<file path="config.mk">
export PLATFORM = sky130hd
export DESIGN_NAME = fifo_rd_packer
export DESIGN_NICKNAME = d
export VERILOG_FILES = /design/src/rtl/fifo_pkg.sv /design/src/rtl/fifo_frame_cnt.sv /design/src/rtl/fifo_rd_packer.sv
export SDC_FILE = /design/constraint.sdc
export NUM_CORES = 1
export LEC_CHECK = 0
export BUFFER_PORTS_ARGS = -buffer_cell sky130_fd_sc_hd__buf_2
export CAP_MARGIN = 40
export CORE_MARGIN = 5
export CORE_UTILIZATION = 30
export DETAILED_ROUTE_END_ITERATION = 7
export GPL_TIMING_DRIVEN = 1
export PLACE_DENSITY = 0.53
export RECOVER_POWER = 25
export SYNTH_ARGS = -nofsm -noshare
export SYNTH_HDL_FRONTEND = slang
export SYNTH_SLANG_ARGS = --single-unit
</file>
<file path="constraint.sdc">
create_clock -name clk_r -period 2.1 [get_ports clk_r]
set_input_delay 0.105 -clock clk_r [delete_from_list [all_inputs] [get_ports clk_r]]
set_output_delay 0.105 -clock clk_r [all_outputs]
set_load 0.02 [all_outputs]
</file>
<file path="src/rtl/fifo_pkg.sv">
// ============================================================================
// Module : fifo_pkg
// Brief  : Shared defaults and helpers for the async FIFO read-side packer.
// Rev    : 1.0  initial release
// ============================================================================
`default_nettype none

package fifo_pkg;

  localparam int DATA_W_DEF    = 3;
  localparam int PACK_N_DEF    = 4;
  localparam int FRAME_LEN_DEF = 2;

  // Lane-fill counter must represent 0..PACK_N inclusive.
  function automatic int fcnt_width(input int pack_n);
    return $clog2(pack_n + 1);
  endfunction

endpackage

`default_nettype wire

</file>
<file path="src/rtl/fifo_frame_cnt.sv">
// ============================================================================
// Module : fifo_frame_cnt
// Brief  : Wrapping frame counter; flags the last packed word of each frame.
// Rev    : 1.0  initial release
// ============================================================================
`default_nettype none

module fifo_frame_cnt
  import fifo_pkg::*;
#(
  parameter int FRAME_LEN = FRAME_LEN_DEF
) (
  input  logic clk_r,
  input  logic rst_r,
  input  logic inc,
  output logic last
);

  localparam int            CW    = (FRAME_LEN > 1) ? $clog2(FRAME_LEN) : 1;
  localparam logic [CW-1:0] C_TOP = CW'(FRAME_LEN - 1);

  logic [CW-1:0] cnt_q;
  logic [CW-1:0] cnt_d;

  always_comb begin
    cnt_d = cnt_q;
    if (inc) begin
      cnt_d = (cnt_q == C_TOP) ? '0 : cnt_q + 1'b1;
    end
  end

  always_ff @(posedge clk_r or posedge rst_r) begin
    if (rst_r) begin
      cnt_q <= '0;
    end else begin
      cnt_q <= cnt_d;
    end
  end

  // Look ahead past an acceptance in this cycle so a word loaded on the same
  // edge its predecessor leaves is positioned correctly within the frame.
  assign last = (cnt_d == C_TOP);

endmodule

`default_nettype wire

</file>
<file path="src/rtl/fifo_rd_packer.sv">
// ============================================================================
// Module : fifo_rd_packer
// Brief  : Drains the async FIFO read side, packs PACK_N words per output beat.
//          Define PACKER_LAST_EN to enable frame marking on m_last.
// Rev    : 1.0  initial release
// ============================================================================
`default_nettype none

module fifo_rd_packer
  import fifo_pkg::*;
#(
  parameter int DATA_W    = DATA_W_DEF,
  parameter int PACK_N    = PACK_N_DEF,
  parameter int FRAME_LEN = FRAME_LEN_DEF
) (
  input  logic                     clk_r,
  input  logic                     rst_r,
  input  logic                     empty,
  output logic                     r_en,
  input  logic [DATA_W-1:0]        data_out,
  output logic [DATA_W*PACK_N-1:0] m_data,
  output logic                     m_valid,
  input  logic                     m_ready,
  output logic                     m_last
);

  localparam int           FW     = fcnt_width(PACK_N);
  localparam int           MW     = DATA_W * PACK_N;
  localparam logic [FW:0]  C_FULL = (FW + 1)'(PACK_N);

  logic [FW-1:0]     fcnt_q, fcnt_d;
  logic              rd_pend_q;
  logic [DATA_W-1:0] acc_q [PACK_N];
  logic [DATA_W-1:0] acc_d [PACK_N];
  logic [MW-1:0]     m_data_q, m_data_d;
  logic              m_valid_q, m_valid_d;
  logic              m_last_q, m_last_d;

  logic [FW:0]       w_fill;
  logic              w_xfer;
  logic              w_accept;
  logic              w_frm_last;

  if (PACK_N < 2 || FRAME_LEN < 1) begin : g_param_chk
    $error("fifo_rd_packer: PACK_N must be >= 2 and FRAME_LEN >= 1");
  end

  // Fill level including the lane landing this cycle, so the final capture and
  // the transfer share one edge.
  assign w_fill   = {1'b0, fcnt_q} + {{FW{1'b0}}, rd_pend_q};
  assign r_en     = !rst_r && !empty && (w_fill < C_FULL);
  assign w_xfer   = (w_fill == C_FULL) && (!m_valid_q || m_ready);
  assign w_accept = m_valid_q && m_ready;

  always_comb begin
    acc_d = acc_q;
    for (int i = 0; i < PACK_N; i++) begin
      if (rd_pend_q && (fcnt_q == FW'(i))) begin
        acc_d[i] = data_out;
      end
    end

    fcnt_d    = w_xfer ? '0 : w_fill[FW-1:0];
    m_data_d  = m_data_q;
    m_valid_d = m_valid_q;
    m_last_d  = m_last_q;

    if (w_xfer) begin
      for (int i = 0; i < PACK_N; i++) begin
        m_data_d[i*DATA_W +: DATA_W] = acc_d[i];
      end
      m_valid_d = 1'b1;
      m_last_d  = w_frm_last;
    end else if (w_accept) begin
      m_valid_d = 1'b0;
    end
  end

  always_ff @(posedge clk_r or posedge rst_r) begin
    if (rst_r) begin
      fcnt_q    <= '0;
      rd_pend_q <= 1'b0;
      for (int i = 0; i < PACK_N; i++) begin
        acc_q[i] <= '0;
      end
      m_data_q  <= '0;
      m_valid_q <= 1'b0;
      m_last_q  <= 1'b0;
    end else begin
      fcnt_q    <= fcnt_d;
      rd_pend_q <= r_en;
      acc_q     <= acc_d;
      m_data_q  <= m_data_d;
      m_valid_q <= m_valid_d;
      m_last_q  <= m_last_d;
    end
  end

`ifdef PACKER_LAST_EN
  fifo_frame_cnt #(
    .FRAME_LEN (FRAME_LEN)
  ) u_frame_cnt (
    .clk_r (clk_r),
    .rst_r (rst_r),
    .inc   (w_accept),
    .last  (w_frm_last)
  );
`else
  assign w_frm_last = 1'b0;
`endif

  assign m_data  = m_data_q;
  assign m_valid = m_valid_q;
  assign m_last  = m_last_q;

endmodule

`default_nettype wire
</file>
# == After elaboration in Yosys (flattened, before gate mapping) ==
# Index checks and enable logic that the tools add are counted.
# word_totals
reg_bits,29
latch_bits,0
mem_bits_rw,0
mem_bits_ro,0
input_bits,7
out_inout_bits,15
wordCells,35
mem_count,0
# classes
n_addsub,1
n_mul,0
div,0
n_lt_le_gt_ge,1
n_eq_ne,4
shift,0
mux,7
bitwise,0
n_reduce_logical,14
# op_table
op,n
3-bit 2-to-1 mux,5
1-bit logical AND,8
3-bit by 2-bit == test with 1-bit output (second input constant),2
3-bit by 1-bit adder with 4-bit output,1
4-bit by 3-bit == test with 1-bit output (second input constant),1
4-bit by 3-bit less-than comparator with 1-bit output (second input constant),1
3-bit by 1-bit == test with 1-bit output (second input constant),1
1-bit logical NOT,3
3-bit logical NOT,1
1-bit 2-to-1 mux,2
2-bit nonzero test,1
1-bit logical OR,1

# == Longest topological paths before layout ==
# depth
depth_word,4
ltp_mapped,6
ltp_nobuf,5

# == Worst setup path after synthesis ==
# OpenSTA, ideal clock, no wires.
# synth_path
path_kind,register -> register
startpoint,register fcnt_q[0]
endpoint,register rd_pend_q
arrival_ns,1.897
slack_ns,-0.008
stages_incl_launch_ff,5
synth_period_minus_slack_ns,2.108
cell_sequence,dfrtp_1 > ha_1 > ha_1 > xnor2_1 > nor4b_1
# synth_via
elab_chain_cells,3
# synth_lines
element,line,text
from (decl),fifo_rd_packer.sv:31,"logic [FW-1:0] fcnt_q, fcnt_d;"
from (signal assigned),fifo_rd_packer.sv:90,fcnt_q <= fcnt_d;
3-bit by 1-bit adder with 4-bit output,fifo_rd_packer.sv:50,"assign w_fill = {1'b0, fcnt_q} + {{FW{1'b0}}, rd_pend_q};"
4-bit by 3-bit less-than comparator with 1-bit output,fifo_rd_packer.sv:51,assign r_en = !rst_r && !empty && (w_fill < C_FULL);
1-bit logical AND,fifo_rd_packer.sv:51,
named net r_en,fifo_rd_packer.sv:19,"output logic r_en,"
to (signal assigned),fifo_rd_packer.sv:91,rd_pend_q <= r_en;
to (decl),fifo_rd_packer.sv:32,logic rd_pend_q;
# The timed path passes the listed nets, and every way through them passes these cells.
# A chain may end at the register's enable or synchronous reset.

# == Worst setup path in the final report ==
# layout_path
startpoint,register fcnt_q[0]
endpoint,register m_data_q[0] (netlist: m_data[0])
# layout_via
elab_chain_cells,3
word_cells_on_any_way,6
classes_between,add/sub: 1; eq/ne: 1; mux: 1; reduce/logical: 3
# layout_lines
element,line,text
3-bit by 1-bit adder with 4-bit output or 3-bit logical NOT (tied branches),"fifo_rd_packer.sv:50, fifo_rd_packer.sv:58",
4-bit by 3-bit == test with 1-bit output or 1-bit logical AND (tied branches),"fifo_rd_packer.sv:52, fifo_rd_packer.sv:58",
1-bit logical AND or 3-bit 2-to-1 mux (tied branches),"fifo_rd_packer.sv:52, fifo_rd_packer.sv:58",
to (signal assigned),fifo_rd_packer.sv:93,m_data_q <= m_data_d;
to (decl),fifo_rd_packer.sv:35,"logic [MW-1:0] m_data_q, m_data_d;"
# Parallel ways exist; a longest one is shown, timed or not.

==> out/results.tsv <==
metric	value	unit
Critical Path Source	fcnt_q[0]$_DFF_PP0_	
Mean Syn Cell Area	15.8	sq um
total grt overflow	0	
htree depth	2	
Max-Cap Viols	0	
Pleak	0.690	nW
final core occ	39.7	%
GR peak layer	met2	
met2 usage	13.0	%
Slew Viols, Final	0	
sequential-to-total area share from yosys stat	61.9	%
flop and latch count out of synthesis	29	
Cell Area, Placed	1350	sq um
Worst Tran Pin Value	0.690	ns
Pwr Density	1480	nW/um^2
Worst Path Max Fanout	13	
Vias	666	
number of synthesized flops with an enable pin	0	
startpoint types	flip-flop	
Layout area overhead	25.9	%
most used cell along the critical path	ha_1	
Ys Warns	0	
PortBufs	20	
Final HPWL DP	1390	um
unique cell type count in the Yosys netlist	18	
initial antenna violation count	0	
number of clock sinks	29	
Fmax achieved	506	MHz
hold_sp	data_out[2]	
RSZ-0062 raised after global routing	no	
Std-Cell Rows	22	
Clock Tree Buf Depth	2	
io pins	22	
Finished Cell Area	1480	sq um
Post-CTS Setup Bufs	0	
CP Capture Type	flip-flop	
1st-pass router iterations	2	
Starting Density	31.5	%
first-pass GRT wire length	3510	um
largest net degree at the start of global routing	30	
CTS root buf	clkbuf_8	
CP required	2.26	ns
Worst Hold Class	input pin to flip-flop	
share of post-route cells with drive strength above 1	59.2	%
CTS tree	built	
outcome	completed	
final WL	2010	um
fin crit period	1.97	ns
slowest CP cell	dfrtp_1	
Largest delay share family, worst path	adder cells	
Post-synth ARST share	100	%
drt first-iter violations	55	
area leader, netlist	dfrtp_1	
DR vias/cell	4.41	
DIE WIDTH	72.5	um
vias in the first global route	714	
TritonCTS buffer count	5	
Final nets	111	
Final TNS setup	0	ns
Final Hold Viols	0	
crit path cell chain	ha_1 -> ha_1 -> xnor2_2 -> nor4b_4 -> buf_12 -> mux2_2	
total global-route track usage	9.21	%
Synth area leaders	dfrtp_1, mux2_2, and4bb_2, ha_1, nor4b_4	
GP Congestion	0.741	
Total Power	2.18	mW
Critical Path AT	2.14	ns
Layout Skew	0.00274	ns
met1 GRT Util	11.1	%
Core Box Area	3720	sq um
CP Class	flip-flop to flip-flop	
Final period util	94.0	%
met3 usage	5.54	%
maximum VDD drop	635	uV
most numerous cell in the Yosys netlist	dfrtp_1	
Slew HR	54.0	%
reg2reg start	fcnt_q[0]$_DFF_PP0_	
Routed Antenna Nets	0	
Die ar.	5260	sq um
Main synth FF type	dfrtp_1	
synth cell count leaders	dfrtp_1, mux2_2	
syn nets	83	
Worst Path Buf+Inv	1	
Clock Latency Late Sink	0.27	ns
die height	72.5	um
final setup violating endpoints	0	
Yosys top cell area share	61.9	%
DRC	0	
Cell Area, Synth	1170	sq um
n_diodes	0	
cells after synthesis	74	
Crit path largest cell delay	0.41	ns
drt wl/cell	13.3	um
Clock Pin Slew Worst Setup and Hold Paths	0.06	ns
==> path summary, 6_finish.rpt <==
check / endpoint / depth (start not counted) / slack, ns
worst min register to register: acc_q[5]$_DFF_PP0_ / 1 / 0.49
worst min-delay path: acc_q[8]$_DFF_PP0_ / 2 / 0.13
worst max register to register: m_data[0]$_DFFE_PP0P_ / 6 / 0.13
worst max-delay path: m_data[0]$_DFFE_PP0P_ / 6 / 0.13
max in group asynchronous: m_data[5]$_DFFE_PP0P_ / 4 / 1.06
min in group asynchronous: acc_q[8]$_DFF_PP0_ / 4 / 0.60
==> where the power goes <==
group	switching (mW)	internal (mW)	total, mW
clock	0.208	0.265	0.473
sequential	0.109	0.816	0.925
combinational	0.389	0.394	0.783
total	0.705	1.48	2.18
==> cell families (layout without fill, tap and decap cells) <==
family | Yosys count | in the layout | synth area share, %
other | 1 | 1 | 0.320
multiplexers | 24 | 24 | 23.1
adder cells (fa/ha/maj) | 2 | 2 | 2.13
buffers and inverters | 5 | 34 | 2.56
flip-flops | 29 | 29 | 61.9
XOR/XNOR | 1 | 1 | 0.747
AND/OR/NAND/NOR | 12 | 12 | 9.29
==> area by class of cell <==
class	count	area, sq um
Timing Repair Buffer	25	151
Clock inverter	2	13.8
Tap cell	48	60.1
Multi-Input combinational cell	40	439
Clock buffer	6	82.6
Fill cell	374	2240
Inverter	1	3.75
Sequential cell	29	726
==> cells in the final DEF (no fill, tap or decap), types with 2 or more instances in the layout <==
cell and n:
nor4b_4 2, nor2_1 2, mux2_2 24, clkbuf_8 6
ha_1 2, and4bb_2 2, dfrtp_1 29, buf_2 19
dlygate4sd3_1 2
==> metal layers <==
metal / part of all wire, % / up-vias
met5: 0 / -
met4: 2.1 / 0
met3: 6.8 / 6
met2: 45 / 16
met1: 46 / 327
li1: - / 317
==> per-stage QoR <==
step | cells | hold WS [ns] | setup WS [ns]
after floorplan | 74 | 0.183 | 0.142
after global placement | 141 | 0.213 | 0.143
after detailed placement | 141 | 0.222 | 0.110
after CTS | 151 | 0.115 | 0.102
after global routing | 151 | 0.119 | 0.0196
final | 151 | 0.130 | 0.125
==> flip-flops by register name, summed over array words and instances (netlist names) <==
register / cells
acc_q: 12
m_valid: 1
m_data: 12
rd_pend_q: 1
fcnt_q: 3
==> repair_timing <==
item	in CTS	in global routing
endpoints found under the setup margin	1	1
pin swaps	0	1
hold buffers	2	0
resized for setup	1	1
gates cloned	0	0
hold endpoints to repair	30	0
No activity file was read; power rests on OpenSTA's default activity.
